<file path="config.mk">
export PLATFORM = sky130hd
export DESIGN_NAME = scroll_bg_renderer
export DESIGN_NICKNAME = d
export VERILOG_FILES = /design/src/rtl/bg_render_pkg.sv /design/src/rtl/scroll_bg_addr_gen.sv /design/src/rtl/scroll_bg_renderer.sv
export SDC_FILE = /design/constraint.sdc
export NUM_CORES = 1
export LEC_CHECK = 0
export BUFFER_PORTS_ARGS = -buffer_cell sky130_fd_sc_hd__buf_4
export CORE_MARGIN = 5
export CORE_UTILIZATION = 55
export CTS_CLUSTER_DIAMETER = 40
export CTS_CLUSTER_SIZE = 20
export DETAILED_ROUTE_END_ITERATION = 8
export GPL_TIMING_DRIVEN = 0
export HOLD_SLACK_MARGIN = 0.03
export PLACE_DENSITY = 0.75
export SYNTH_ARGS = -nofsm -noshare
export SYNTH_HDL_FRONTEND = slang
export SYNTH_HIERARCHICAL = 1
export SYNTH_SLANG_ARGS = --single-unit
</file>
<file path="constraint.sdc">
create_clock -name vga_clk -period 17.3 [get_ports vga_clk]
set_clock_uncertainty 0.05 [all_clocks]
set_input_delay 3.46 -clock vga_clk [delete_from_list [all_inputs] [get_ports vga_clk]]
set_output_delay 3.46 -clock vga_clk [all_outputs]
set_load 0.1 [all_outputs]
</file>
<file path="src/rtl/bg_render_pkg.sv">
`default_nettype none
// ============================================================================
// Module : bg_render_pkg
// Brief  : Shared types and constants for the scrolling background renderer.
// Rev    : 1.0  initial release
// ============================================================================
package bg_render_pkg;

  localparam int unsigned CAM_W     = 16;
  // address register plus colour register on top of the map-ROM latency
  localparam int unsigned LAT_FIXED = 2;

  typedef struct packed {
    logic [CAM_W-1:0] x;
    logic [CAM_W-1:0] y;
  } camera_t;

  function automatic int unsigned addr_w(input int unsigned map_w, input int unsigned map_h);
    return $clog2(map_w * map_h);
  endfunction

endpackage
`default_nettype wire

</file>
<file path="src/rtl/scroll_bg_addr_gen.sv">
`default_nettype none
// ============================================================================
// Module : scroll_bg_addr_gen
// Brief  : Camera capture, scaled x/y source counters and map-ROM address.
//          BG_WRAP_EN selects wrap-around at the map edge (default: clamp).
// Rev    : 1.0  initial release
// ============================================================================
module scroll_bg_addr_gen
  import bg_render_pkg::*;
#(
  parameter  int unsigned MAP_W    = 1968,
  parameter  int unsigned MAP_H    = 128,
  parameter  int unsigned SCALE_X  = 7,
  parameter  int unsigned SCALE_Y  = 9,
  parameter  int unsigned H_ACTIVE = 640,
  parameter  int unsigned V_ACTIVE = 480,
  localparam int unsigned AW       = addr_w(MAP_W, MAP_H),
  localparam int unsigned CXW      = $clog2(MAP_W),
  localparam int unsigned CYW      = $clog2(MAP_H)
) (
  input  logic           vga_clk,
  input  logic           reset,
  input  logic [9:0]     DrawX,
  input  logic [9:0]     DrawY,
  input  logic [CXW-1:0] cam_x,
  input  logic [CYW-1:0] cam_y,
  input  logic           cam_load,
  output logic           cam_applied,
  output logic [AW-1:0]  rom_addr
);

  localparam int unsigned XSW = (SCALE_X > 1) ? $clog2(SCALE_X) : 1;
  localparam int unsigned YSW = (SCALE_Y > 1) ? $clog2(SCALE_Y) : 1;

  camera_t        cam_pend_q, cam_pend_d, cam_act_q, cam_act_d, load_cam;
  logic           pend_q, pend_d, applied_q, applied_d;
  logic [CXW-1:0] src_x_q, src_x_d, cur_x;
  logic [XSW-1:0] xsub_q, xsub_d, cur_xsub;
  logic [CYW-1:0] src_y_q, src_y_d;
  logic [YSW-1:0] ysub_q, ysub_d;
  logic [AW-1:0]  row_base_q, row_base_d, rom_addr_q, rom_addr_d;
  logic           line_start, frame_edge, line_end;
  logic           unused_cam_bits;

  assign unused_cam_bits = ^{cam_act_q.x[CAM_W-1:CXW], cam_act_d.y[CAM_W-1:CYW]};

  always_comb begin
    line_start = (DrawX == '0);
    frame_edge = line_start && (DrawY == 10'(V_ACTIVE));
    line_end   = (DrawX == 10'(H_ACTIVE - 1)) && (DrawY < 10'(V_ACTIVE));

    load_cam   = '0;
    load_cam.x = (cam_x > CXW'(MAP_W - 1)) ? CAM_W'(MAP_W - 1) : CAM_W'(cam_x);
    load_cam.y = (cam_y > CYW'(MAP_H - 1)) ? CAM_W'(MAP_H - 1) : CAM_W'(cam_y);

    cam_pend_d = cam_pend_q;
    pend_d     = pend_q;
    cam_act_d  = cam_act_q;
    applied_d  = 1'b0;
    if (cam_load) begin
      cam_pend_d = load_cam;
      pend_d     = 1'b1;
    end
    // a load landing on the boundary itself is applied immediately
    if (frame_edge && (pend_q || cam_load)) begin
      cam_act_d = cam_load ? load_cam : cam_pend_q;
      pend_d    = 1'b0;
      applied_d = 1'b1;
    end

    src_y_d    = src_y_q;
    ysub_d     = ysub_q;
    row_base_d = row_base_q;
    if (frame_edge) begin
      src_y_d    = cam_act_d.y[CYW-1:0];
      ysub_d     = '0;
      row_base_d = AW'(cam_act_d.y[CYW-1:0]) * AW'(MAP_W);
    end else if (line_end) begin
      if (ysub_q == YSW'(SCALE_Y - 1)) begin
        ysub_d = '0;
        if (src_y_q != CYW'(MAP_H - 1)) begin
          src_y_d    = src_y_q + 1'b1;
          row_base_d = row_base_q + AW'(MAP_W);
        end else begin
`ifdef BG_WRAP_EN
          src_y_d    = '0;
          row_base_d = '0;
`else
          src_y_d    = src_y_q;
          row_base_d = row_base_q;
`endif
        end
      end else begin
        ysub_d = ysub_q + 1'b1;
      end
    end

    // the line-start reload must already steer this pixel's address
    cur_x    = line_start ? cam_act_q.x[CXW-1:0] : src_x_q;
    cur_xsub = line_start ? '0 : xsub_q;
    src_x_d  = cur_x;
    xsub_d   = cur_xsub;
    if (DrawX < 10'(H_ACTIVE)) begin
      if (cur_xsub == XSW'(SCALE_X - 1)) begin
        xsub_d = '0;
        if (cur_x != CXW'(MAP_W - 1)) begin
          src_x_d = cur_x + 1'b1;
        end else begin
`ifdef BG_WRAP_EN
          src_x_d = '0;
`else
          src_x_d = cur_x;
`endif
        end
      end else begin
        xsub_d = cur_xsub + 1'b1;
      end
    end

    rom_addr_d = row_base_q + AW'(cur_x);
  end

  always_ff @(posedge vga_clk) begin
    if (reset) begin
      cam_pend_q <= '0;
      cam_act_q  <= '0;
      pend_q     <= 1'b0;
      applied_q  <= 1'b0;
      src_x_q    <= '0;
      xsub_q     <= '0;
      src_y_q    <= '0;
      ysub_q     <= '0;
      row_base_q <= '0;
      rom_addr_q <= '0;
    end else begin
      cam_pend_q <= cam_pend_d;
      cam_act_q  <= cam_act_d;
      pend_q     <= pend_d;
      applied_q  <= applied_d;
      src_x_q    <= src_x_d;
      xsub_q     <= xsub_d;
      src_y_q    <= src_y_d;
      ysub_q     <= ysub_d;
      row_base_q <= row_base_d;
      rom_addr_q <= rom_addr_d;
    end
  end

  assign cam_applied = applied_q;
  assign rom_addr    = rom_addr_q;

endmodule
`default_nettype wire

</file>
<file path="src/rtl/scroll_bg_renderer.sv">
`default_nettype none
// ============================================================================
// Module : scroll_bg_renderer
// Brief  : Scrolling, scaled tile-map background; address generation plus
//          blank-aligned palette colour pipeline. Honours BG_WRAP_EN.
// Rev    : 1.0  initial release
// ============================================================================
module scroll_bg_renderer
  import bg_render_pkg::*;
#(
  parameter  int unsigned MAP_W    = 1968,
  parameter  int unsigned MAP_H    = 128,
  parameter  int unsigned SCALE_X  = 7,
  parameter  int unsigned SCALE_Y  = 9,
  parameter  int unsigned H_ACTIVE = 640,
  parameter  int unsigned V_ACTIVE = 480,
  parameter  int unsigned ROM_LAT  = 1,
  parameter  int unsigned PIX_W    = 4,
  parameter  int unsigned COLOR_W  = 4,
  localparam int unsigned AW       = addr_w(MAP_W, MAP_H),
  localparam int unsigned CXW      = $clog2(MAP_W),
  localparam int unsigned CYW      = $clog2(MAP_H)
) (
  input  logic               vga_clk,
  input  logic               reset,
  input  logic [9:0]         DrawX,
  input  logic [9:0]         DrawY,
  input  logic               blank,
  input  logic [CXW-1:0]     cam_x,
  input  logic [CYW-1:0]     cam_y,
  input  logic               cam_load,
  output logic               cam_applied,
  output logic [AW-1:0]      rom_addr,
  input  logic [PIX_W-1:0]   rom_q,
  output logic [PIX_W-1:0]   pal_index,
  input  logic [COLOR_W-1:0] pal_red,
  input  logic [COLOR_W-1:0] pal_green,
  input  logic [COLOR_W-1:0] pal_blue,
  output logic [COLOR_W-1:0] red,
  output logic [COLOR_W-1:0] green,
  output logic [COLOR_W-1:0] blue
);

  localparam int unsigned LAT = ROM_LAT + LAT_FIXED;

  logic [LAT-2:0]     blank_sr_q, blank_sr_d;
  logic               started_q, started_d;
  logic [COLOR_W-1:0] red_q, red_d, green_q, green_d, blue_q, blue_d;

  scroll_bg_addr_gen #(
    .MAP_W    (MAP_W),
    .MAP_H    (MAP_H),
    .SCALE_X  (SCALE_X),
    .SCALE_Y  (SCALE_Y),
    .H_ACTIVE (H_ACTIVE),
    .V_ACTIVE (V_ACTIVE)
  ) u_addr_gen (
    .vga_clk     (vga_clk),
    .reset       (reset),
    .DrawX       (DrawX),
    .DrawY       (DrawY),
    .cam_x       (cam_x),
    .cam_y       (cam_y),
    .cam_load    (cam_load),
    .cam_applied (cam_applied),
    .rom_addr    (rom_addr)
  );

  assign pal_index = rom_q;

  always_comb begin
    // after reset, pixels are not trusted until the counters see a line start
    started_d  = started_q | (DrawX == '0);
    blank_sr_d = {blank_sr_q[LAT-3:0], blank & started_d};
    red_d      = '0;
    green_d    = '0;
    blue_d     = '0;
    if (blank_sr_q[LAT-2]) begin
      red_d   = pal_red;
      green_d = pal_green;
      blue_d  = pal_blue;
    end
  end

  always_ff @(posedge vga_clk) begin
    if (reset) begin
      blank_sr_q <= '0;
      started_q  <= 1'b0;
      red_q      <= '0;
      green_q    <= '0;
      blue_q     <= '0;
    end else begin
      blank_sr_q <= blank_sr_d;
      started_q  <= started_d;
      red_q      <= red_d;
      green_q    <= green_d;
      blue_q     <= blue_d;
    end
  end

  assign red   = red_q;
  assign green = green_q;
  assign blue  = blue_q;

endmodule
`default_nettype wire
</file>
==> results.toml <==
[layout]
nFillCells = 911
area_growth_syn_to_layout_pct = 18.79
layout-drive-gt1-share = 0.1675
post-route-util = 0.6727
seq_area_mm2 = 0.002202
final_nets = 920
diodes = 0
multi_input_area_mm2 = 0.003660
final_cells = 940

[pwr]
seq_power_share = 0.501
sw_frac_of_total = 0.2242
pwr-share-comb = 0.065
clkPwrFrac = 0.434
p_int_uw = 399.2
p_leak_uw = 0.003370
p_sw_uw = 115.4
vdd_drop_max_mv = 0.07825
power_density_mw_per_mm2 = 69.96

[floorplan]
dieArea_mm2 = 0.01348
die_x_um = 116.1
die_y_um = 116.1
core_area_mm2 = 0.01094
core.rowCount = 38
boundaryPins = 93
initial_utilization = 0.5662

[worst_hold_path]
min_path_cells = 1
holdPathEnd = "blank_sr_q[1]$_SDFF_PP0_"
hp-class = "flop to flop"
min_from = "blank_sr_q[0]$_SDFF_PP0_"

[critical_path]
cp_max_fo = 10
cp-end-kind = "flop"
cp-start-kind = "primary input"
rrSetupSlack_ps = 11530
timing.rr.end = "u_addr_gen/row_base_q[17]$_SDFFE_PP0P_"
reg2reg_depth = 18
r2r_start = "u_addr_gen/pend_q$_SDFFE_PP0P_"
worstSetupPathType = "primary input to flop"
required_ps = 17450
worst_ep_arrival_time_ps = 9290

[sta]
finalSetupViolCount = 0
rsz0062_at_grt = "no"
period_share = 0.5284
hold_viol = 0
finalCriticalPeriod_ps = 9141
finalSetupTns_ps = 0
tightest_slew_ps = 664.4
slew_headroom = 0.5571
drv_slew = 0
fmax_mhz = 109.4

[yosys]
synthesis.nets = 821
ys.flop_type = "dfxtp_1"
async_reset_ff_frac = 0
synth_area_leader_cell = "dfxtp_1"
synth.distinct_cells = 62
syn_inst = 696
synth-seq-area-share = 0.3556
netlist_area_mm2 = 0.006192
yosysWarnings = 6
synth_seq_cells = 110
synth_edf_count = 0
synth.top_cell.area_share = 0.3556
syn_avg_cell_area_um2 = 8.897
synth.area.top_cells = "dfxtp_1, ha_1, nor2_1, fa_1, xnor2_1"

[global_routing]
grt_max_degree = 20
grt_overflow = 0
grt_usage = 0.2296
grt_pass1_vias = 5173
grt_pass1_wl_mm = 24.69
antenna_found_initial = 0

[clock_network]
path_clk_slew_ps = 70
ctsLongestPathBuffers = 2
numCtsBuffers = 9
cts_setup_buffers = 0
clk_latency_ps = 350
cts-root-buf = "clkbuf_16"
cts_sinks = 110
postCtsHoldBufs = 0
cts_tree = "yes"
ctsResizeCount = 0
cts_htree_levels = 3

[placement]
port_buffers = 88
dp_hpwl_mm = 11.69
place.gp.congestion = 0.8820
placed_cells = 924

[detailed_routing]
wl_per_cell_um = 15.95
drc_errors = 0
ant_nets = 0
firstDrtPassIters = 5
vias = 5265
routed_wl_mm = 14.99
drt-initial-drc-count = 357
viasPerCell = 5.601

[run_status]
status = "finished, final reports clean"

[run]
maxCapViolations = 0
-- per-layer routing --
metal	vias up	routed length [um]	global-route usage
met5	-	0	0
met4	0	184	0.06419
met3	17	1279	0.05078
met2	197	7005	0.3813
met1	2443	6523	0.3031
li1	2608	-	-
-- layout make-up --
type,instances,area share
Clock buffer,9,0.03062
Inverter,40,0.02041
Multi-Input combinational cell,511,0.4975
Clock inverter,7,0.01395
Timing Repair Buffer,88,0.08981
Buffer,35,0.02449
Sequential cell,110,0.2994
Tap cell,140,0.02381
-- registers in the layout, indices dropped and copies added, names as in the netlist --
| name | flops |
|---|---|
| u_addr_gen/cam_act_q | 18 |
| u_addr_gen/cam_pend_q | 18 |
| u_addr_gen/rom_addr | 18 |
| u_addr_gen/row_base_q | 14 |
| u_addr_gen/src_x_q | 11 |
| u_addr_gen/src_y_q | 7 |
| blue | 4 |
| green | 4 |
| red | 4 |
| u_addr_gen/ysub_q | 4 |
| u_addr_gen/xsub_q | 3 |
| blank_sr_q | 2 |
| started_q | 1 |
| u_addr_gen/cam_applied | 1 |
| u_addr_gen/pend_q | 1 |
-- cells in the final DEF, fill, tap and decap left out, drive strengths merged, types with 14 or more instances in the layout --
cell / synthesis / layout
xor2: 20 / 20
a211oi: 26 / 26
clkbuf: 17 / 26
dfxtp: 110 / 110
o21ai: 15 / 15
a21oi: 34 / 34
nand2: 46 / 46
inv: 39 / 42
nor2: 103 / 103
buf: 18 / 106
nand4: 16 / 16
fa: 18 / 18
ha: 49 / 49
xnor2: 23 / 23
and2: 19 / 19
nand3: 14 / 14
-- cells by family (layout without fill, tap and decap cells) --
group / Yosys count / count (layout) / synth area share
and+or+nand+nor: 260 / 260 / 0.2063
AOI/OAI and AO/OA: 127 / 127 / 0.1437
DFF: 110 / 110 / 0.3556
buffers and inverters: 75 / 179 / 0.05334
adders and majority gates: 67 / 67 / 0.1572
xor gates and xnor gates: 43 / 43 / 0.06082
muxes: 14 / 14 / 0.02304
-- metrics by stage --
step / hold WS [ps] / setup slack, ps / instance area (um^2) / power [uW]
finish: 399.6 / 8159 / 7356 / 514.6
global route: 425.1 / 7865 / 7356 / 536.8
CTS: 404.0 / 8197 / 7356 / 520.5
detailed placement: 391.7 / 7849 / 7028 / 296.9
global placement: 380.8 / 7992 / 7028 / 296.1
floorplan: 363.8 / 8705 / 6192 / 280.2
-- worst max-delay path by stage --
stage	startpoint	slack, ps	endpoint
after floorplan	DrawY[4]	8700	u_addr_gen/row_base_q[17]$_SDFFE_PP0P_
after global placement	DrawY[4]	7990	u_addr_gen/row_base_q[17]$_SDFFE_PP0P_
after detailed placement	DrawY[4]	7850	u_addr_gen/row_base_q[17]$_SDFFE_PP0P_
after CTS	DrawY[4]	8200	u_addr_gen/row_base_q[17]$_SDFFE_PP0P_
after global routing	DrawY[4]	7870	u_addr_gen/row_base_q[17]$_SDFFE_PP0P_
final	DrawY[4]	8160	u_addr_gen/row_base_q[17]$_SDFFE_PP0P_
-- synth_stat cells (17+ instances only) --
| master | number |
|---|---|
| clkbuf_1 | 17 |
| fa_1 | 18 |
| dfxtp_1 | 110 |
| xor2_1 | 20 |
| a21oi_1 | 34 |
| a211oi_1 | 25 |
| ha_1 | 49 |
| nand2_1 | 46 |
| inv_1 | 37 |
| and2_1 | 19 |
| xnor2_1 | 23 |
| nor2_1 | 103 |
-- power by group through the flow --
stage | sequential (uW) | clock [uW] | combinational, uW
after floorplan | 263 | 0 | 16.9
after global placement | 264 | 0 | 32.5
after detailed placement | 264 | 0 | 33.2
after CTS | 258 | 229 | 33.3
after global routing | 258 | 243 | 35.9
final | 258 | 223 | 33.5
-- critical path, stage by stage --
cell and delay, ps:
buf_4 110, or4_4 540, nor4_4 310, nand2_1 230, buf_2 250, a221oi_2 510, inv_1 200, fa_1 550
fa_1 450, fa_1 560, inv_1 60, fa_1 500, inv_1 40, ha_1 220, or3_1 380, o22ai_1 330
o21ai_0 180, xnor2_1 290, a211oi_2 110
Power figures use the tool's default switching activity.
